File: config.mk
export PLATFORM = sky130hd
export DESIGN_NAME = spi_slave
export DESIGN_NICKNAME = d
export VERILOG_FILES = /design/src/rtl/spi_slave.sv
export SDC_FILE = /design/constraint.sdc
export NUM_CORES = 1
export LEC_CHECK = 0
export CORE_MARGIN = 1
export CORE_UTILIZATION = 35
export DETAILED_ROUTE_END_ITERATION = 7
export GPL_TIMING_DRIVEN = 1
export MAX_ROUTING_LAYER = met4
export SYNTH_ARGS = -nofsm -noshare
export SYNTH_HDL_FRONTEND = slang
export SYNTH_SLANG_ARGS = --single-unit
File: constraint.sdc
create_clock -name clock -period 3.9 [get_ports clock]
set_input_delay 0.585 -clock clock [delete_from_list [all_inputs] [get_ports clock]]
set_output_delay 0.585 -clock clock [all_outputs]
set_load 0.01 [all_outputs]
File: src/rtl/spi_slave.sv
`default_nettype none
// ============================================================================
//  Module      : spi_slave
//  Description : SPI mode-0 slave (CPOL=0, CPHA=0, MSB first), oversampled in
//                the system clock domain. Received words go to a put-strobe
//                sink; transmit words come from an empty/get source.
//                Optional macro SPI_SLAVE_TRISTATE_EN: MISO floats (z) while
//                idle or in reset, for use on a shared MISO bus.
//  Revision    : 1.0 - initial release
// ============================================================================
module spi_slave #(
    parameter int           W    = 8,
    parameter logic [W-1:0] FILL = {W{1'b1}}
) (
    input  logic         clock,
    input  logic         reset,
    input  logic [W-1:0] in,
    output logic         get,
    input  logic         empty,
    output logic [W-1:0] out,
    output logic         put,
    input  logic         spi_cs_n,
    input  logic         spi_clock,
    input  logic         spi_mosi,
    output logic         spi_miso
);

    localparam int           CW     = $clog2(W + 1);
    localparam logic [CW-1:0] c_LAST = CW'(W - 1);

    typedef enum logic [0:0] {
        S_IDLE   = 1'b0,
        S_ACTIVE = 1'b1
    } state_t;

    state_t         r_state, w_state_nxt;
    logic           r_cs_s1, r_cs_s2, r_cs_s3;
    logic           r_sclk_s1, r_sclk_s2, r_sclk_s3;
    logic           r_mosi_s1, r_mosi_s2;
    logic [1:0]     r_sync_fill;
    logic           r_armed;
    logic [CW-1:0]  r_count;
    logic [W-1:0]   r_rx;
    logic [W-1:0]   r_tx;
    logic [W-1:0]   r_out;
    logic           r_get, r_put;

    logic w_cs_fall, w_cs_rise, w_sclk_rise, w_sclk_fall;
    logic w_start, w_stop, w_rx_shift, w_word_done, w_tx_shift, w_load;

    // Two-flop synchronisers plus a third flop for edge detection
    always_ff @(posedge clock) begin
        if (reset) begin
            r_cs_s1     <= 1'b1;
            r_cs_s2     <= 1'b1;
            r_cs_s3     <= 1'b1;
            r_sclk_s1   <= 1'b0;
            r_sclk_s2   <= 1'b0;
            r_sclk_s3   <= 1'b0;
            r_mosi_s1   <= 1'b0;
            r_mosi_s2   <= 1'b0;
            r_sync_fill <= 2'b00;
        end else begin
            r_cs_s1     <= spi_cs_n;
            r_cs_s2     <= r_cs_s1;
            r_cs_s3     <= r_cs_s2;
            r_sclk_s1   <= spi_clock;
            r_sclk_s2   <= r_sclk_s1;
            r_sclk_s3   <= r_sclk_s2;
            r_mosi_s1   <= spi_mosi;
            r_mosi_s2   <= r_mosi_s1;
            r_sync_fill <= {r_sync_fill[0], 1'b1};
        end
    end

    assign w_cs_fall   =  r_cs_s3   & ~r_cs_s2;
    assign w_cs_rise   = ~r_cs_s3   &  r_cs_s2;
    assign w_sclk_rise = ~r_sclk_s3 &  r_sclk_s2;
    assign w_sclk_fall =  r_sclk_s3 & ~r_sclk_s2;

    // State register
    always_ff @(posedge clock) begin
        if (reset) r_state <= S_IDLE;
        else       r_state <= w_state_nxt;
    end

    // Next state and per-cycle datapath controls; cs_n rising beats sclk edges
    always_comb begin
        w_state_nxt = r_state;
        w_start     = 1'b0;
        w_stop      = 1'b0;
        w_rx_shift  = 1'b0;
        w_word_done = 1'b0;
        w_tx_shift  = 1'b0;
        case (r_state)
            S_IDLE: begin
                if (w_cs_fall && r_armed) begin
                    w_state_nxt = S_ACTIVE;
                    w_start     = 1'b1;
                end
            end
            S_ACTIVE: begin
                if (w_cs_rise) begin
                    w_state_nxt = S_IDLE;
                    w_stop      = 1'b1;
                end else if (w_sclk_rise) begin
                    w_rx_shift  = 1'b1;
                    w_word_done = (r_count == c_LAST);
                end else if (w_sclk_fall && (r_count != '0)) begin
                    w_tx_shift  = 1'b1;
                end
            end
            default: w_state_nxt = S_IDLE;
        endcase
    end

    assign w_load = w_start | w_word_done;

    // Shift registers, bit count, output word and strobes. A falling edge is
    // only accepted after cs_n has genuinely been seen high since reset, so a
    // reset during a held-low frame cannot restart it spuriously.
    always_ff @(posedge clock) begin
        if (reset) begin
            r_armed <= 1'b0;
            r_count <= '0;
            r_rx    <= '0;
            r_tx    <= '0;
            r_out   <= '0;
            r_get   <= 1'b0;
            r_put   <= 1'b0;
        end else begin
            r_get <= w_load & ~empty;
            r_put <= w_word_done;
            if (w_start)
                r_armed <= 1'b0;
            else if ((r_state == S_IDLE) && r_cs_s2 && r_sync_fill[1])
                r_armed <= 1'b1;
            if (w_start) begin
                r_count <= '0;
                r_rx    <= '0;
            end
            if (w_stop)
                r_count <= '0;
            if (w_rx_shift) begin
                r_rx    <= {r_rx[W-2:0], r_mosi_s2};
                r_count <= w_word_done ? '0 : r_count + 1'b1;
            end
            if (w_word_done)
                r_out <= {r_rx[W-2:0], r_mosi_s2};
            if (w_load)
                r_tx <= empty ? FILL : in;
            else if (w_tx_shift)
                r_tx <= {r_tx[W-2:0], 1'b0};
        end
    end

    assign get = r_get;
    assign put = r_put;
    assign out = r_out;

`ifdef SPI_SLAVE_TRISTATE_EN
    assign spi_miso = ((r_state == S_ACTIVE) && !reset) ? r_tx[W-1] : 1'bz;
`else
    assign spi_miso = ((r_state == S_ACTIVE) && !reset) ? r_tx[W-1] : 1'b0;
`endif

endmodule
`default_nettype wire

==> qor.yml, run 1 <==
route:
  antenna_left: 0
  drt_iter0_drc: 42
  drc: 0
  firstDrtPassIters: 4
  routed_via_density: 4.717
  wire_per_inst_um: 11.06
  vias: 1217
  drt-total-wl_um: 2854
synthesis:
  syn_nets: 183
  synth_common_cells: "41 x dfxtp_1, 22 x mux2i_1, 17 x nor2_1"
  synth-seq-cells: 41
  synth.distinct_cells: 37
  yosysWarnings: 0
  synthTopCellsByArea: "dfxtp_1 48%, mux2i_1 13%, a21oi_1 3.8%"
  avgSynthCellArea_um2: 10.29
  yosysMostFrequentCell: "dfxtp_1"
  synth_top_cell_by_area: "dfxtp_1"
  netlist_instances: 167
  synth_edf_count: 0
  ys_seq_area_share_pct: 47.78
  synth_top_cell_area_share_pct: 47.78
  synth_ff_type: "dfxtp_1"
  synthesis.area_um2: 1718
  synth-async-reset-ratio_pct: 0
pwr:
  max-vdd-ir-drop_uv: 186.9
  switching_share_pct: 20.86
  power_mw: 0.7236
  p_leak_nw: 0.8107
  internal_power_mw: 0.5726
  p_switching_mw: 0.1510
  comb_power_share_pct: 5.0
  power_density_nw_per_um2: 349.2
  pwr-share-seq_pct: 59.5
  clock_power_share_pct: 35.6
clock_network:
  cts_tree: "done"
  post_cts_buffers: 0
  clk_pin_slew_ps: 70
  cts_hold_buf: 0
  cts_resized: 0
  htree_num_levels: 2
  cts_made_buffers: 5
  cts_num_sinks: 41
  cts_buffer_depth: 2
  clk_latency_ps: 280
  root_buffer: "clkbuf_8"
worst_setup_path:
  crit_fanout: 8
  start_kind: "input port"
  worst_ep_required_time_ps: 3310
  endpoint_kind: "primary output"
  crit_type: "input port to primary output"
  arrival_ps: 2010
sta:
  tns_ps: 0
  min_period_ps: 2595
  max_freq_ghz: 0.3853
  final_hold_viol_count: 0
  worst_slew_pin_slew_ps: 688.7
  drv_slew: 0
  slew_headroom_pct: 54.09
  setup_viol: 0
  period_share_pct: 66.55
  timing.hold.ws_ps: 417.4
  skew_ps: 6.031
  rsz0062_at_grt: "no"
finish:
  fin_nets: 206
  fin_area_um2: 2072
  n_fill_cell: 451
  ff_latch_area_um2: 820.8
  layout-drive-gt1-share_pct: 9.948
  multi_input_area_um2: 820.8
  area_growth_pct: 20.61
  diodes: 0
status:
  status: "finished clean"
placed_design:
  port_buffers: 24
  gp_congestion: 0.7023
  hpwl_um: 2022
  placed_area_um2: 1992
grt:
  grt_pass1_wl_um: 5071
  grt_pass1_vias: 1160
  grt_overflow_total: 0
  track_usage_pct: 12.94
  grt_max_degree: 35
  antenna_found_initial: 0
floorplanning:
  rows: 25
  dieHeight_um: 72.06
  start_util_pct: 36.37
  die_x_um: 72.06
  core-area_um2: 4723
  pin_count: 25
  die_area_um2: 5193
flow_run:
  cap_violations: 0
min_path:
  min_path_type: "register to register"
[layout by cell type, fill, tap and decap left out, drive strengths merged, types with 3 or more instances in the layout]
cell type,n
or2,3
inv,4
nor3,4
nand2,3
nor2b,9
clkbuf,8
o31ai,6
nand3,5
dfxtp,41
mux2i,22
and2,7
nor2,17
clkdlybuf4s50,24
a21oi,13
[critical path, stage by stage]
cell and delay, ps:
clkdlybuf4s50_1 480, clkinv_1 220, and3_1 260, clkdlybuf4s50_1 470
[metal layers]
layer,track usage (%),part of all wire [%]
met2,20.77,49
met4,6.536,1.4
met3,3.056,2.8
met1,15.13,47
met5,-,0
[path summary, 6_finish.rpt]
check / depth (start not counted) / slack, ps / startpoint / endpoint
setup / recovery: 4 / 1300 / reset / spi_miso
hold / removal: 1 / 420 / r_cs_s1 / r_cs_s2
setup reg to reg: 4 / 1930 / r_state / r_tx[4]
hold reg to reg: 1 / 420 / r_cs_s1 / r_cs_s2
[cell type report]
class,instances,share of cell area (%)
flip-flops and latches,41,39.61
multi-input cells,112,39.61
repair buffers,25,11.96
well taps,67,4.046
clock buffers,8,3.865
inverters,5,0.9058
[through the flow]
stage | util [%] | setup slack, ps | std cells
3_5_place_dp | 42.17 | 1291 | 250
5_1_grt | 43.87 | 1227 | 258
2_1_floorplan | - | 2014 | 167
3_3_place_gp | 42.17 | 1333 | 250
6_report | 43.87 | 1305 | 258
4_1_cts | 43.87 | 1292 | 258
[state kept, by name, summed over array words and instances, names as in the netlist]
| register | count |
|---|---|
| r_mosi_s1 | 1 |
| r_cs_s2 | 1 |
| r_state | 1 |
| put | 1 |
| r_sclk_s1 | 1 |
| r_tx | 8 |
| r_cs_s1 | 1 |
| r_armed | 1 |
| r_count | 4 |
| r_sync_fill | 2 |
| r_sclk_s3 | 1 |
| out | 8 |
| r_rx | 7 |
| r_sclk_s2 | 1 |
| r_cs_s3 | 1 |
| get | 1 |
| r_mosi_s2 | 1 |
[power by group through the flow]
stage          clock network (mW)  registers, mW  logic [mW]
6_report                    0.257          0.430      0.0358
5_1_grt                     0.287          0.431      0.0393
4_1_cts                     0.269          0.430      0.0364
3_5_place_dp                    0          0.440      0.0364
3_3_place_gp                    0          0.440      0.0358
2_1_floorplan                   0          0.438      0.0209
[cells by family (layout without fill, tap and decap cells)]
family                   after synthesis  count (layout)  share of synthesized area [%]
multiplexers                          22              22                          12.82
adder cells (fa/ha/maj)                2               2                          1.456
AND/OR/NAND/NOR                       62              62                          22.87
flip-flops                            41              41                          47.78
buffers and inverters                 14              38                          4.441
AO/OA/AOI/OAI                         26              26                          10.63
Note: power is estimated with default switching activity, not from simulation.
==> run 2: changes to the inputs <==
clock period = 2.3 ns   (was 3.9 ns; I/O delays follow)
==> run 2 against run 1 <==
Register-to-register slack worse by 1400 ps. Combinational power is 76% higher. Final cell count is 1.2% higher. Sequential share of layout area is 1.1 points lower. Wire length is 5.3% higher. Total power is 89% higher. Count of clock-buffer cells in the layout is 3 lower. First-iteration DRC count is 26% lower. Via count is 0.49% higher. Sequential power is 70% higher. Sequential cell count stayed put.
==> qor.yml, run 2 (synthesized netlist as in run 1, its figures left out) <==
floorplanning:
  die_x_um: 72.06
  dieHeight_um: 72.06
  rows: 25
  pin_count: 25
  start_util_pct: 36.37
  die_area_um2: 5193
  core-area_um2: 4723
clock_network:
  cts_made_buffers: 5
  clk_latency_ps: 290
  cts_tree: "done"
  post_cts_buffers: 0
  clk_pin_slew_ps: 80
  root_buffer: "clkbuf_8"
  cts_hold_buf: 0
  cts_buffer_depth: 2
  cts_resized: 0
  htree_num_levels: 2
  cts_num_sinks: 41
pwr:
  max-vdd-ir-drop_uv: 392.5
  power_density_nw_per_um2: 641.7
  p_leak_nw: 0.8387
  power_mw: 1.366
route:
  drt_iter0_drc: 31
  drt-total-wl_um: 3004
  wire_per_inst_um: 11.51
  drc: 0
  antenna_left: 0
  vias: 1223
  firstDrtPassIters: 4
  routed_via_density: 4.686
finish:
  fin_nets: 209
  fin_area_um2: 2130
  layout-drive-gt1-share_pct: 12.89
  area_growth_pct: 23.96
  n_fill_cell: 450
  diodes: 0
  final_common_cell: "dfxtp_1"
  layout_common_cells: "41 x dfxtp_1, 24 x clkdlybuf4s50_1, 22 x mux2i_1"
  final_cells: 261
sta:
  fin_ws_ps: 329.7
  tns_ps: 0
  skew_ps: 5.937
  max_freq_ghz: 0.5075
  final_hold_viol_count: 0
  rsz0062_at_grt: "no"
  slew_headroom_pct: 65.48
  setup_viol: 0
  drv_slew: 0
  period_share_pct: 85.67
  min_period_ps: 1970
  worst_slew_pin_slew_ps: 516.2
grt:
  antenna_found_initial: 0
  grt_pass1_wl_um: 5147
  grt_pass1_vias: 1126
  grt_max_degree: 35
  grt_overflow_total: 0
  track_usage_pct: 13.35
placed_design:
  hpwl_um: 2133
  placedCellCount: 253
  place_ws_ps: 405.8
  gp_congestion: 0.7223
  port_buffers: 24
  placed_area_um2: 2014
worst_setup_path:
  crit_fanout: 10
  reg2reg_depth: 5
  rr_startpoint: "r_state"
  endpoint_kind: "primary output"
  crit_type: "register to primary output"
  start_kind: "register"
  reg2reg_slack_ps: 570
  arrival_ps: 1630
  worst_ep_required_time_ps: 1960
  r2r-end: "r_tx[4]"
flow_run:
  cap_violations: 0
min_path:
  min_path_type: "register to register"
  hold-path-cell-count: 1
  min_to: "r_cs_s2"
  min_from: "r_cs_s1"
status:
  status: "finished clean"
## run 2: cell types whose count changed in the layout (fill, tap and decap cells not counted)
cell | previous run | this run
clkbuf_1 | 3 | 0
clkinv_4 | 0 | 1
clkinvlp_4 | 0 | 1
buf_4 | 1 | 4
bufinv_16 | 0 | 1
## run 2: worst max path at each step
stage / startpoint / to / slack [ps] / cells past startpoint
finish: r_state / spi_miso / 330 / 2
global route: r_state / spi_miso / 240 / 2
CTS: r_state / spi_miso / 320 / 2
floorplan: r_count[0] / r_tx[6] / 740 / 7
global placement: reset / spi_miso / 410 / 4
detailed placement: reset / spi_miso / 410 / 4
## run 2: critical path: stages, from the launching register on
cell             delay [ps]
dfxtp_1                 580
and3_1                  220
clkdlybuf4s50_1         530
## run 2: metal layers
| metal | vias up | global-route usage, % | share of wire [%] |
|---|---|---|---|
| li1 | 631 | - | - |
| met5 | - | - | 0 |
| met2 | 13 | 21.60 | 48 |
| met4 | 0 | 5.882 | 1.3 |
| met1 | 575 | 15.18 | 48 |
| met3 | 4 | 4.167 | 2.8 |
## run 2: stage by stage
stage               hold WS, ps  utilization [%]
detailed placement        394.6            42.65
global placement          399.9            42.65
CTS                       415.0            45.09
floorplan                 389.5                -
global route              437.0            45.09
finish                    412.8            45.09
## run 2: area by class of cell
| class | count | area, µm² | area share, % |
|---|---|---|---|
| Timing Repair Buffer | 28 | 270.3 | 12.69 |
| Multi-Input combinational cell | 112 | 820.8 | 38.54 |
| Tap cell | 67 | 83.83 | 3.937 |
| Sequential cell | 41 | 820.8 | 38.54 |
| Clock inverter | 3 | 46.29 | 2.174 |
| Clock buffer | 5 | 68.82 | 3.231 |
| Inverter | 5 | 18.77 | 0.8813 |
## run 2: power by group
group,switching [mW],total (mW),leakage (nW),internal (mW)
sequential,0.00780,0.729,0.333,0.721
combinational,0.0277,0.0629,0.452,0.0353
clock,0.250,0.574,0.0543,0.325
